File: src/rtl/posit_pkg.sv
// Shared sizing helpers and k/regime arithmetic for the PPU posit encoders.
package posit_pkg;

  function automatic int unsigned te_w(input int unsigned n, input int unsigned es);
    return $clog2(n) + es + 2;
  endfunction

  function automatic int unsigned k_w(input int unsigned n, input int unsigned es);
    return te_w(n, es) - es;
  endfunction

  function automatic int unsigned reg_len_w(input int unsigned n);
    return $clog2(n) + 1;
  endfunction

  function automatic int clamp_k(input int k, input int unsigned n);
    int lim;
    lim = int'(n) - 2;
    if (k > lim)  return lim;
    if (k < -lim) return -lim;
    return k;
  endfunction

  function automatic int reg_len(input int k);
    return (k >= 0) ? k + 2 : 1 - k;
  endfunction

endpackage

File: src/rtl/posit_pack_pipe_if.sv
// Valid/ready bundle between the PPU arithmetic core and the posit packer.
interface posit_pack_pipe_if #(
  parameter int unsigned N      = 16,
  parameter int unsigned ES     = 1,
  parameter int unsigned FRAC_W = 2 * N
) ();
  import posit_pkg::*;
  localparam int unsigned TE_W = te_w(N, ES);

  logic              in_valid;
  logic              in_ready;
  logic              in_sign;
  logic [TE_W-1:0]   in_total_exp;
  logic [FRAC_W-1:0] in_frac_full;
  logic              in_frac_lsb_cut_off;
  logic              in_is_zero;
  logic              in_is_nar;
  logic              in_rnd_mode;
  logic              out_valid;
  logic              out_ready;
  logic [N-1:0]      out_posit;
  logic              out_inexact;
  logic              out_k_oob;

  modport slave (
    input  in_valid, in_sign, in_total_exp, in_frac_full, in_frac_lsb_cut_off,
           in_is_zero, in_is_nar, in_rnd_mode, out_ready,
    output in_ready, out_valid, out_posit, out_inexact, out_k_oob
  );

  modport master (
    output in_valid, in_sign, in_total_exp, in_frac_full, in_frac_lsb_cut_off,
           in_is_zero, in_is_nar, in_rnd_mode, out_ready,
    input  in_ready, out_valid, out_posit, out_inexact, out_k_oob
  );
endinterface

File: src/rtl/posit_round_rne.sv
// Final posit rounding: RNE/truncate increment, saturation, sign and special-value override.
module posit_round_rne #(
  parameter int unsigned N = 16
) (
  input  logic [N-2:0] i_body,
  input  logic         i_guard,
  input  logic         i_sticky,
  input  logic         i_rnd_mode,
  input  logic         i_sat_hi,
  input  logic         i_sat_lo,
  input  logic         i_sign,
  input  logic         i_is_zero,
  input  logic         i_is_nar,
  output logic [N-1:0] o_posit,
  output logic         o_inexact,
  output logic         o_k_oob
);
  logic         w_inc;
  logic [N-2:0] w_body_rnd;
  logic [N-1:0] w_mag;

  always_comb begin
    // incrementing an all-ones body would wrap into NaR, so maxpos absorbs it
    w_inc      = ~i_rnd_mode & i_guard & (i_body[0] | i_sticky) & ~(&i_body);
    w_body_rnd = i_body + {{(N-2){1'b0}}, w_inc};
    if (i_sat_hi)      w_mag = {1'b0, {(N-1){1'b1}}};
    else if (i_sat_lo) w_mag = {{(N-1){1'b0}}, 1'b1};
    else               w_mag = {1'b0, w_body_rnd};
    o_posit   = i_sign ? (~w_mag + N'(1)) : w_mag;
    o_inexact = i_guard | i_sticky | i_sat_hi | i_sat_lo;
    o_k_oob   = i_sat_hi | i_sat_lo;
    if (i_is_nar) begin
      o_posit   = {1'b1, {(N-1){1'b0}}};
      o_inexact = 1'b0;
      o_k_oob   = 1'b0;
    end else if (i_is_zero) begin
      o_posit   = '0;
      o_inexact = 1'b0;
      o_k_oob   = 1'b0;
    end
  end
endmodule

File: src/rtl/posit_pack_pipe.sv
// Three-stage posit encoder/rounder: decode+clamp, regime assembly+guard/sticky, round+sign.
module posit_pack_pipe
  import posit_pkg::*;
#(
  parameter int unsigned N      = 16,
  parameter int unsigned ES     = 1,
  parameter int unsigned FRAC_W = 2 * N
) (
  input  logic             clk,
  input  logic             rst,
  posit_pack_pipe_if.slave bus
);
  localparam int unsigned K_W       = k_w(N, ES);
  localparam int unsigned REG_LEN_W = reg_len_w(N);
  localparam int unsigned TAIL_W    = ES + FRAC_W;
  localparam int unsigned STR_W     = N + 1 + TAIL_W;

  logic w_en;
  assign w_en         = ~bus.out_valid | bus.out_ready;
  assign bus.in_ready = w_en;

  // S1 decode
  logic signed [K_W-1:0]  w_k_raw;
  logic signed [31:0]     w_k_cl;
  logic                   w_sat_hi, w_sat_lo;
  logic [REG_LEN_W-1:0]   w_shamt;
  logic [TAIL_W-1:0]      w_tail;

  assign w_k_raw  = K_W'($signed(bus.in_total_exp) >>> ES);
  assign w_k_cl   = clamp_k(int'(w_k_raw), N);
  assign w_sat_hi = w_k_cl < int'(w_k_raw);
  assign w_sat_lo = w_k_cl > int'(w_k_raw);
  assign w_shamt  = REG_LEN_W'(int'(N) + 1 - reg_len(w_k_cl));

  generate
    if (ES > 0) begin : g_exp
      assign w_tail = {bus.in_total_exp[ES-1:0], bus.in_frac_full};
    end else begin : g_noexp
      assign w_tail = bus.in_frac_full;
    end
  endgenerate

  logic                 r1_valid, r1_sign, r1_kpos, r1_cut, r1_rnd;
  logic                 r1_sat_hi, r1_sat_lo, r1_zero, r1_nar;
  logic [REG_LEN_W-1:0] r1_shamt;
  logic [TAIL_W-1:0]    r1_tail;

  // S2: N regime-polarity bits plus terminator; shifting left leaves reg_len-1 copies on top
  logic [STR_W-1:0] w_str;
  logic [N-2:0]     w_body;
  logic             w_guard, w_sticky;

  assign w_str    = {{N{r1_kpos}}, ~r1_kpos, r1_tail} << r1_shamt;
  assign w_body   = w_str[STR_W-1 -: N-1];
  assign w_guard  = w_str[STR_W-N];
  assign w_sticky = (|w_str[STR_W-N-1:0]) | r1_cut;

  logic         r2_valid, r2_guard, r2_sticky, r2_sign, r2_rnd;
  logic         r2_sat_hi, r2_sat_lo, r2_zero, r2_nar;
  logic [N-2:0] r2_body;

  // S3
  logic [N-1:0] w_posit;
  logic         w_inexact, w_k_oob;

  posit_round_rne #(.N(N)) u_round (
    .i_body     (r2_body),
    .i_guard    (r2_guard),
    .i_sticky   (r2_sticky),
    .i_rnd_mode (r2_rnd),
    .i_sat_hi   (r2_sat_hi),
    .i_sat_lo   (r2_sat_lo),
    .i_sign     (r2_sign),
    .i_is_zero  (r2_zero),
    .i_is_nar   (r2_nar),
    .o_posit    (w_posit),
    .o_inexact  (w_inexact),
    .o_k_oob    (w_k_oob)
  );

  always_ff @(posedge clk or posedge rst) begin
    if (rst) begin
      r1_valid <= 1'b0; r1_sign <= 1'b0; r1_kpos <= 1'b0; r1_cut <= 1'b0; r1_rnd <= 1'b0;
      r1_sat_hi <= 1'b0; r1_sat_lo <= 1'b0; r1_zero <= 1'b0; r1_nar <= 1'b0;
      r1_shamt <= '0; r1_tail <= '0;
      r2_valid <= 1'b0; r2_guard <= 1'b0; r2_sticky <= 1'b0; r2_sign <= 1'b0; r2_rnd <= 1'b0;
      r2_sat_hi <= 1'b0; r2_sat_lo <= 1'b0; r2_zero <= 1'b0; r2_nar <= 1'b0;
      r2_body <= '0;
      bus.out_valid <= 1'b0; bus.out_posit <= '0; bus.out_inexact <= 1'b0; bus.out_k_oob <= 1'b0;
    end else if (w_en) begin
      r1_valid  <= bus.in_valid;
      r1_sign   <= bus.in_sign;
      r1_kpos   <= ~w_k_cl[31];
      r1_cut    <= bus.in_frac_lsb_cut_off;
      r1_rnd    <= bus.in_rnd_mode;
      r1_sat_hi <= w_sat_hi;
      r1_sat_lo <= w_sat_lo;
      r1_zero   <= bus.in_is_zero;
      r1_nar    <= bus.in_is_nar;
      r1_shamt  <= w_shamt;
      r1_tail   <= w_tail;

      r2_valid  <= r1_valid;
      r2_body   <= w_body;
      r2_guard  <= w_guard;
      r2_sticky <= w_sticky;
      r2_sign   <= r1_sign;
      r2_rnd    <= r1_rnd;
      r2_sat_hi <= r1_sat_hi;
      r2_sat_lo <= r1_sat_lo;
      r2_zero   <= r1_zero;
      r2_nar    <= r1_nar;

      bus.out_valid   <= r2_valid;
      bus.out_posit   <= w_posit;
      bus.out_inexact <= w_inexact;
      bus.out_k_oob   <= w_k_oob;
    end
  end
endmodule

File: src/flat_wrapper.sv
// flat-port wrapper written by rule: the top's interface ports become plain ports
module posit_pack_pipe_flat import posit_pkg::*;
#(
  parameter int unsigned N      = 16,
  parameter int unsigned ES     = 1,
  parameter int unsigned FRAC_W = 2 * N
)
  (clk, rst, bus_in_valid, bus_in_sign, bus_in_total_exp, bus_in_frac_full, bus_in_frac_lsb_cut_off, bus_in_is_zero, bus_in_is_nar, bus_in_rnd_mode, bus_out_ready, bus_in_ready, bus_out_valid, bus_out_posit, bus_out_inexact, bus_out_k_oob);
  posit_pack_pipe_if #(.N(N), .ES(ES), .FRAC_W(FRAC_W)) bus_i ();
  input  logic clk;
  input  logic rst;
  input wire logic [$bits(bus_i.in_valid)-1:0] bus_in_valid;
  input wire logic [$bits(bus_i.in_sign)-1:0] bus_in_sign;
  input wire logic [$bits(bus_i.in_total_exp)-1:0] bus_in_total_exp;
  input wire logic [$bits(bus_i.in_frac_full)-1:0] bus_in_frac_full;
  input wire logic [$bits(bus_i.in_frac_lsb_cut_off)-1:0] bus_in_frac_lsb_cut_off;
  input wire logic [$bits(bus_i.in_is_zero)-1:0] bus_in_is_zero;
  input wire logic [$bits(bus_i.in_is_nar)-1:0] bus_in_is_nar;
  input wire logic [$bits(bus_i.in_rnd_mode)-1:0] bus_in_rnd_mode;
  input wire logic [$bits(bus_i.out_ready)-1:0] bus_out_ready;
  output wire logic [$bits(bus_i.in_ready)-1:0] bus_in_ready;
  output wire logic [$bits(bus_i.out_valid)-1:0] bus_out_valid;
  output wire logic [$bits(bus_i.out_posit)-1:0] bus_out_posit;
  output wire logic [$bits(bus_i.out_inexact)-1:0] bus_out_inexact;
  output wire logic [$bits(bus_i.out_k_oob)-1:0] bus_out_k_oob;
  assign bus_i.in_valid = bus_in_valid;
  assign bus_i.in_sign = bus_in_sign;
  assign bus_i.in_total_exp = bus_in_total_exp;
  assign bus_i.in_frac_full = bus_in_frac_full;
  assign bus_i.in_frac_lsb_cut_off = bus_in_frac_lsb_cut_off;
  assign bus_i.in_is_zero = bus_in_is_zero;
  assign bus_i.in_is_nar = bus_in_is_nar;
  assign bus_i.in_rnd_mode = bus_in_rnd_mode;
  assign bus_i.out_ready = bus_out_ready;
  assign bus_in_ready = bus_i.in_ready;
  assign bus_out_valid = bus_i.out_valid;
  assign bus_out_posit = bus_i.out_posit;
  assign bus_out_inexact = bus_i.out_inexact;
  assign bus_out_k_oob = bus_i.out_k_oob;
  posit_pack_pipe #(.N(N), .ES(ES), .FRAC_W(FRAC_W)) u_core (.clk(clk), .rst(rst), .bus(bus_i));
endmodule
File: config.mk
export PLATFORM = sky130hd
export DESIGN_NAME = posit_pack_pipe_flat
export DESIGN_NICKNAME = d
export VERILOG_FILES = /design/src/rtl/posit_pkg.sv /design/src/rtl/posit_pack_pipe_if.sv /design/src/rtl/posit_round_rne.sv /design/src/rtl/posit_pack_pipe.sv /design/src/flat_wrapper.sv
export SDC_FILE = /design/constraint.sdc
export NUM_CORES = 1
export LEC_CHECK = 0
export BUFFER_PORTS_ARGS = -buffer_cell sky130_fd_sc_hd__buf_4
export CORE_UTILIZATION = 54
export CTS_CLUSTER_SIZE = 24
export DETAILED_ROUTE_END_ITERATION = 10
export PLACE_DENSITY = 0.77
export RECOVER_POWER = 50
export SLEW_MARGIN = 20
export SYNTH_ARGS = -nofsm -noshare
export SYNTH_HDL_FRONTEND = slang
export SYNTH_SLANG_ARGS = --single-unit
File: constraint.sdc
create_clock -name clk -period 3.8 [get_ports clk]
set_input_delay 0.76 -clock clk [delete_from_list [all_inputs] [get_ports clk]]
set_output_delay 0.76 -clock clk [all_outputs]
set_load 0.02 [all_outputs]
; ---- Word level (Yosys, flattened, before mapping)
; Index checks and enable logic that the tools add are counted.
; W data, S select, Z words.
[word_totals]
reg_bits = 90
in_bits = 48
output_inout_bits = 20
wordCells = 71
[classes]
addsub = 5
order_cmp = 5
shift = 1
muxes = 17
n_bitwise = 16
n_reduce_logical = 2
[op_table]
columns = op, count
row1 = $mux W32, 3
row2 = $shl A50 B5 Y50, 1
row3 = $mux W16, 3
row4 = $reduce_or A34 Y1, 1
row5 = $ge A32 B1 Y1 const B, 1
row6 = $gt A32 B6 Y1, 1
row7 = $lt A32 B6 Y1, 1
row8 = $mux W15, 2
row9 = $add A16 B1 Y16 const B, 1
row10 = $not A16 Y16, 1
row11 = $add A15 B1 Y15, 1
row12 = $reduce_and A15 Y1, 1
row13 = $mux W1, 7
row14 = $or A1 B1 Y1, 7
row15 = $gt A6 B5 Y1 const B, 1
row16 = $lt A6 B5 Y1 const B, 1
row17 = $add A5 B3 Y5 const B, 1
row18 = $mux W5, 1
row19 = $not A1 Y1, 5
row20 = $sub A2 B5 Y5 const A, 1
row21 = $sub A5 B5 Y5 const A, 1
row22 = $mux W4, 1
row23 = $and A1 B1 Y1, 3

; ---- Depth between registers and ports, before layout
[depth]
depth_word = 12
depth_mapped = 17
depth_no_buf = 16

; ---- By module
; Synthesis repeated with hierarchy kept, for this count alone.
[unflattened]
cells_unflattened = 811
area_unflattened_um2 = 6725.2
[by_module_without_submodules]
columns = mod, instances, cells_per_inst, area_each_um2, seq_area_each_um2
row1 = posit_pack_pipe, 1, 632, 5554.1, 2252.2
row2 = posit_round_rne, 1, 179, 1171.1, 0.0

; ---- Worst setup path before layout
; Ideal clock, no wire load.
[synth_timing]
path_kind = register -> register
startpoint = register u_core.r2_body[1]
endpoint = register u_core.bus.out_posit[14]
setup_ps = 87
arrival_time_ps = 3553
required_ps = 3713
setup_slack_ps = 160
stages_incl_launch_ff = 18
path_buffers = 2
synth_period_minus_slack_ps = 3640
path_cell_list = dfrtp_1 buf_2 and4_1 clkbuf_1 nand4_1 o21ai_0 nor3b_1 ha_1 xor2_1 a21oi_1 ha_1 inv_1 a2111oi_2 o211ai_1 o41a_1 nor4_1 mux2i_1 o211ai_1
[synth_between]
elab_chain_cells = 11
[synth_lines]
columns = element, line_no
row1 = from (decl), posit_pack_pipe.sv:60  ; logic [N-2:0] r2_body;
row2 = from (signal assigned), posit_pack_pipe.sv:104  ; r2_body <= w_body;
row3 = $reduce_and A15 Y1, posit_round_rne.sv:24  ; w_inc = ~i_rnd_mode & i_guard & (i_body[0] | i_sticky) & ~(&i_body);
row4 = $not A1 Y1, posit_round_rne.sv:24
row5 = $and A1 B1 Y1, posit_round_rne.sv:24
row6 = $add A15 B1 Y15 *, posit_round_rne.sv:25  ; w_body_rnd = i_body + {{(N-2){1'b0}}, w_inc};
row7 = $mux W15 *, posit_round_rne.sv:27  ; else if (i_sat_lo) w_mag = {{(N-1){1'b0}}, 1'b1};
row8 = $mux W15 *, posit_round_rne.sv:26  ; if (i_sat_hi) w_mag = {1'b0, {(N-1){1'b1}}};
row9 = $not A16 Y16, posit_round_rne.sv:29  ; o_posit = i_sign ? (~w_mag + N'(1)) : w_mag;
row10 = $add A16 B1 Y16, posit_round_rne.sv:29
row11 = $mux W16 *, posit_round_rne.sv:29
row12 = $mux W16 *, posit_round_rne.sv:36  ; end else if (i_is_zero) begin
row13 = $mux W16 *, posit_round_rne.sv:32  ; if (i_is_nar) begin
row14 = to (signal assigned), posit_pack_pipe.sv:115  ; bus.out_posit <= w_posit;
row15 = to (decl), posit_pack_pipe_if.sv:28  ; output in_ready, out_valid, out_posit, out_inexact, out_k_oob
; Every way passes the cells marked *; elsewhere a longest branch is shown, timed or not.
; A chain may end at the register's enable or synchronous reset.

; ---- Worst setup path in the final report
[layout_timing]
startpoint = register u_core.r2_body[10]
endpoint = register u_core.bus.out_posit[12]
; The elaborated chain is that of the path after synthesis.

==> impl_metrics.ini <==
[outcome]
run_status = finished with violations
violations = capacitance limit, slew limit

[yosys]
yosys_warnings = 0
syn_area_mm2 = 0.00665
synthesis.nets = 856
ys_ff_latch = 90
synth-compound-area-share = 0.162
synth_xor_area_frac = 0.0369
synth_area_per_cell_um2 = 8.36
synth_ff_type = dfrtp_1
synth_adder_area_share = 0.0245
synth_edf_count = 0
synth_top_family_by_area = simple AND/OR/NAND/NOR gates
synth_mux_area_frac = 0.155
yosys.area_share.simple = 0.230
syn_inst = 795
yosysUniqueCellTypes = 67
yosysSeqAreaShare = 0.339
async_flop_share = 1.00

[setup_path]
slowest_delay_ns = 0.42
worst-setup-path-type = reg2reg
crit_path_start = u_core.r2_body[10]
worst_ep_arrival_time_ns = 3.70
critPathLaunchType = flip-flop
cp.required_ns = 4.04
path_cells = and4_1 -> and3_1 -> nand4_1 -> o21ai_0 -> nor3b_2 -> ha_2 -> nor3_4 -> ha_2 -> inv_1 -> a2111oi_4 -> o211ai_1 -> o41a_1 -> buf_4 -> nor2_1 -> xnor2_1 -> o21ai_1
endpoint_kind = flip-flop
crit-reg2reg-launch = u_core.r2_body[10]
critPathMaxFanout = 5
ff2ff_path_depth = 16
crit_top_cell = ha_2
crit_slowest_cell = dfrtp_1

[detailed_routing]
routed_wl_mm = 18.1
antenna_left = 0
drtIter0Drc = 500
first_pass_iters = 5
drc = 0
avgRoutedWirePerCell_um = 18.1
post_drt_via_cell_ratio = 6.18
num_vias = 6169

[power_and_ir_drop]
p_leak_nw = 3.41
vdd_ir_drop_max_mv = 0.372
power_density_mw_per_mm2 = 797

[placement]
dp_slack_ns = 0.0402
place.gp.congestion = 0.927
portBuffers = 67
dpl.hpwl_mm = 13.3

[sta]
setup_slack_ns = 0.342
max_freq_ghz = 0.289
period_share = 0.910
fin_tns_setup_ns = 0
rsz0062_at_grt = false
tightest_slew_ns = 1.79
layout_min_cycle_time_ns = 3.46
fin_skew_ns = 0.0117
setup_viol = 0
slew_headroom = -0.202
finalMaxSlewViolations = 40
hold_viol_final = 0

[cells_and_area]
nets = 907
drive_above_1_share = 0.196
utilization = 0.639
syn2layout_area_growth_pct = 15.5
antenna_cells = 0

[global_route]
grt_pass1_vias = 5788
antenna_found_initial = 0
grt_max_degree = 83
gr-total-overflow = 0
grt_pass1_wl_mm = 29.8
grt_util_all_layers = 0.300

[cts]
clk_path_buf_depth = 2
cts_buffers = 9
clock_sinks = 90
root_buffer = clkbuf_16
path_clk_slew_ns = 0.08
ctsHoldBuffers = 0
cts_tree = built
htree_levels = 3
insertion_delay_ns = 0.36

[floorplanning]
start_util = 0.554
coreArea_mm2 = 0.0120
die_x_um = 113
pin_count = 68
die_h_um = 113
die_area_mm2 = 0.0128
rows = 40

[flow_run]
maxCapViolCount = 1

[min_path]
hp-start = u_core.r2_valid
holdPathStages = 1
hold_class = reg2reg
cell usage in the layout, fill, tap and decap left out, types with 7 or more instances in the layout:
cell type	Yosys	routed
buf_4	0	93
a211oi_1	8	8
mux2i_1	32	32
nor4_1	8	7
mux4_2	20	20
nand3_1	19	19
o211ai_1	9	9
xnor2_1	14	14
ha_1	13	10
o21a_1	8	8
o21ai_0	45	45
nor2b_1	15	15
nor3_1	9	8
o21ai_1	7	7
nor2_1	62	62
dfrtp_1	90	89
nand4_1	7	7
mux2_2	15	15
xor2_1	14	14
inv_1	24	22
nand2b_1	8	8
clkbuf_16	0	9
a21oi_1	40	39
nand2_1	190	190
synthesized netlist by cell type (4+ instances only):
cell type | n | area share
nand2_1 | 190 | 0.11
dfrtp_1 | 90 | 0.34
nor2_1 | 62 | 0.035
o21ai_0 | 45 | 0.034
a21oi_1 | 40 | 0.030
clkbuf_1 | 34 | 0.019
mux2i_1 | 32 | 0.048
inv_1 | 24 | 0.014
mux4_2 | 20 | 0.068
nand3_1 | 19 | 0.014
mux2_2 | 15 | 0.025
nor2b_1 | 15 | 0.014
xnor2_1 | 14 | 0.018
xor2_1 | 14 | 0.018
ha_1 | 13 | 0.024
buf_2 | 11 | 0.0083
buf_1 | 10 | 0.0056
nor3_1 | 9 | 0.0068
o211ai_1 | 9 | 0.010
a211oi_1 | 8 | 0.0090
nand2b_1 | 8 | 0.0075
nor4_1 | 8 | 0.0075
o21a_1 | 8 | 0.0090
nand4_1 | 7 | 0.0066
o21ai_1 | 7 | 0.0053
mux2_1 | 6 | 0.010
a22o_1 | 5 | 0.0066
a31oi_1 | 5 | 0.0047
and4_1 | 4 | 0.0053
o221ai_1 | 4 | 0.0053
per-layer routing:
layer	vias up	global-route usage	wire (um)
li1	2921	-	-
met1	2984	0.407	7910
met5	-	0	0
met3	45	0.0557	1100
met4	0	0.117	459
met2	219	0.478	8630
critical path, delay by kind of cell, from the launching register on:
family	cells	cell delay [ns]
XOR/XNOR	1	0.13
flip-flops	1	0.42
AO/OA/AOI/OAI	5	1.04
buffers and inverters	2	0.22
AND/OR/NAND/NOR	6	0.97
adder cells (fa/ha/maj)	2	0.54
metrics by stage:
step / hold WS (ns) / power [mW] / cell area, um^2 / std cells
2_1_floorplan: 0.430 / 4.09 / 6650 / 795
3_3_place_gp: 0.448 / 5.01 / 7330 / 979
3_5_place_dp: 0.455 / 5.09 / 7330 / 979
4_1_cts: 0.471 / 6.02 / 7630 / 995
5_1_grt: 0.490 / 6.54 / 7680 / 998
6_report: 0.466 / 6.12 / 7680 / 998
layout make-up:
class	count	area, um^2
Fill cell	1011	4330
Multi-Input combinational cell	622	4110
Sequential cell	90	2250
Timing Repair Buffer	98	743
Clock buffer	9	225
Tap cell	147	184
Inverter	25	95.1
Clock inverter	7	72.6
timing repair:
action / CTS / global route
pin swaps: 0 / 5
setup endpoints to repair: 1 / 4
setup buffers: 0 / 3
resized for setup: 1 / 9
registers in the layout (all words and copies together), names as in the netlist, 5 cells and up:
register              flops
u_core.r1_tail           33
u_core.r2_body           15
u_core.r1_shamt           5
u_core.bus.out_posit     16
cell families (layout without fill, tap and decap cells):
| group | Yosys count | count (layout) |
|---|---|---|
| adders and majority gates | 13 | 13 |
| DFF | 90 | 90 |
| and+or+nand+nor | 343 | 343 |
| buffers and inverters | 83 | 139 |
| AOI/OAI and AO/OA | 164 | 164 |
| xor gates and xnor gates | 28 | 28 |
| muxes | 74 | 74 |
report_power, final:
group	total [mW]	leakage [nW]	internal, mW	switching, mW
registers	1.71	1.09	1.28	0.436
clock network	0.906	0.143	0.463	0.443
logic	3.51	2.18	1.49	2.01
total	6.12	3.41	3.23	2.89
final timing paths:
path / endpoint / slack (ns)
setup / recovery: u_core.bus.out_posit[12] / 0.34
hold / removal: u_core.bus.out_valid / 0.47
setup reg to reg: u_core.bus.out_posit[12] / 0.34
hold reg to reg: u_core.bus.out_valid / 0.47
max in group asynchronous: u_core.r1_shamt[1] / 0.91
min in group asynchronous: u_core.r1_tail[21] / 0.84
Note: power is estimated with default switching activity, not from simulation.
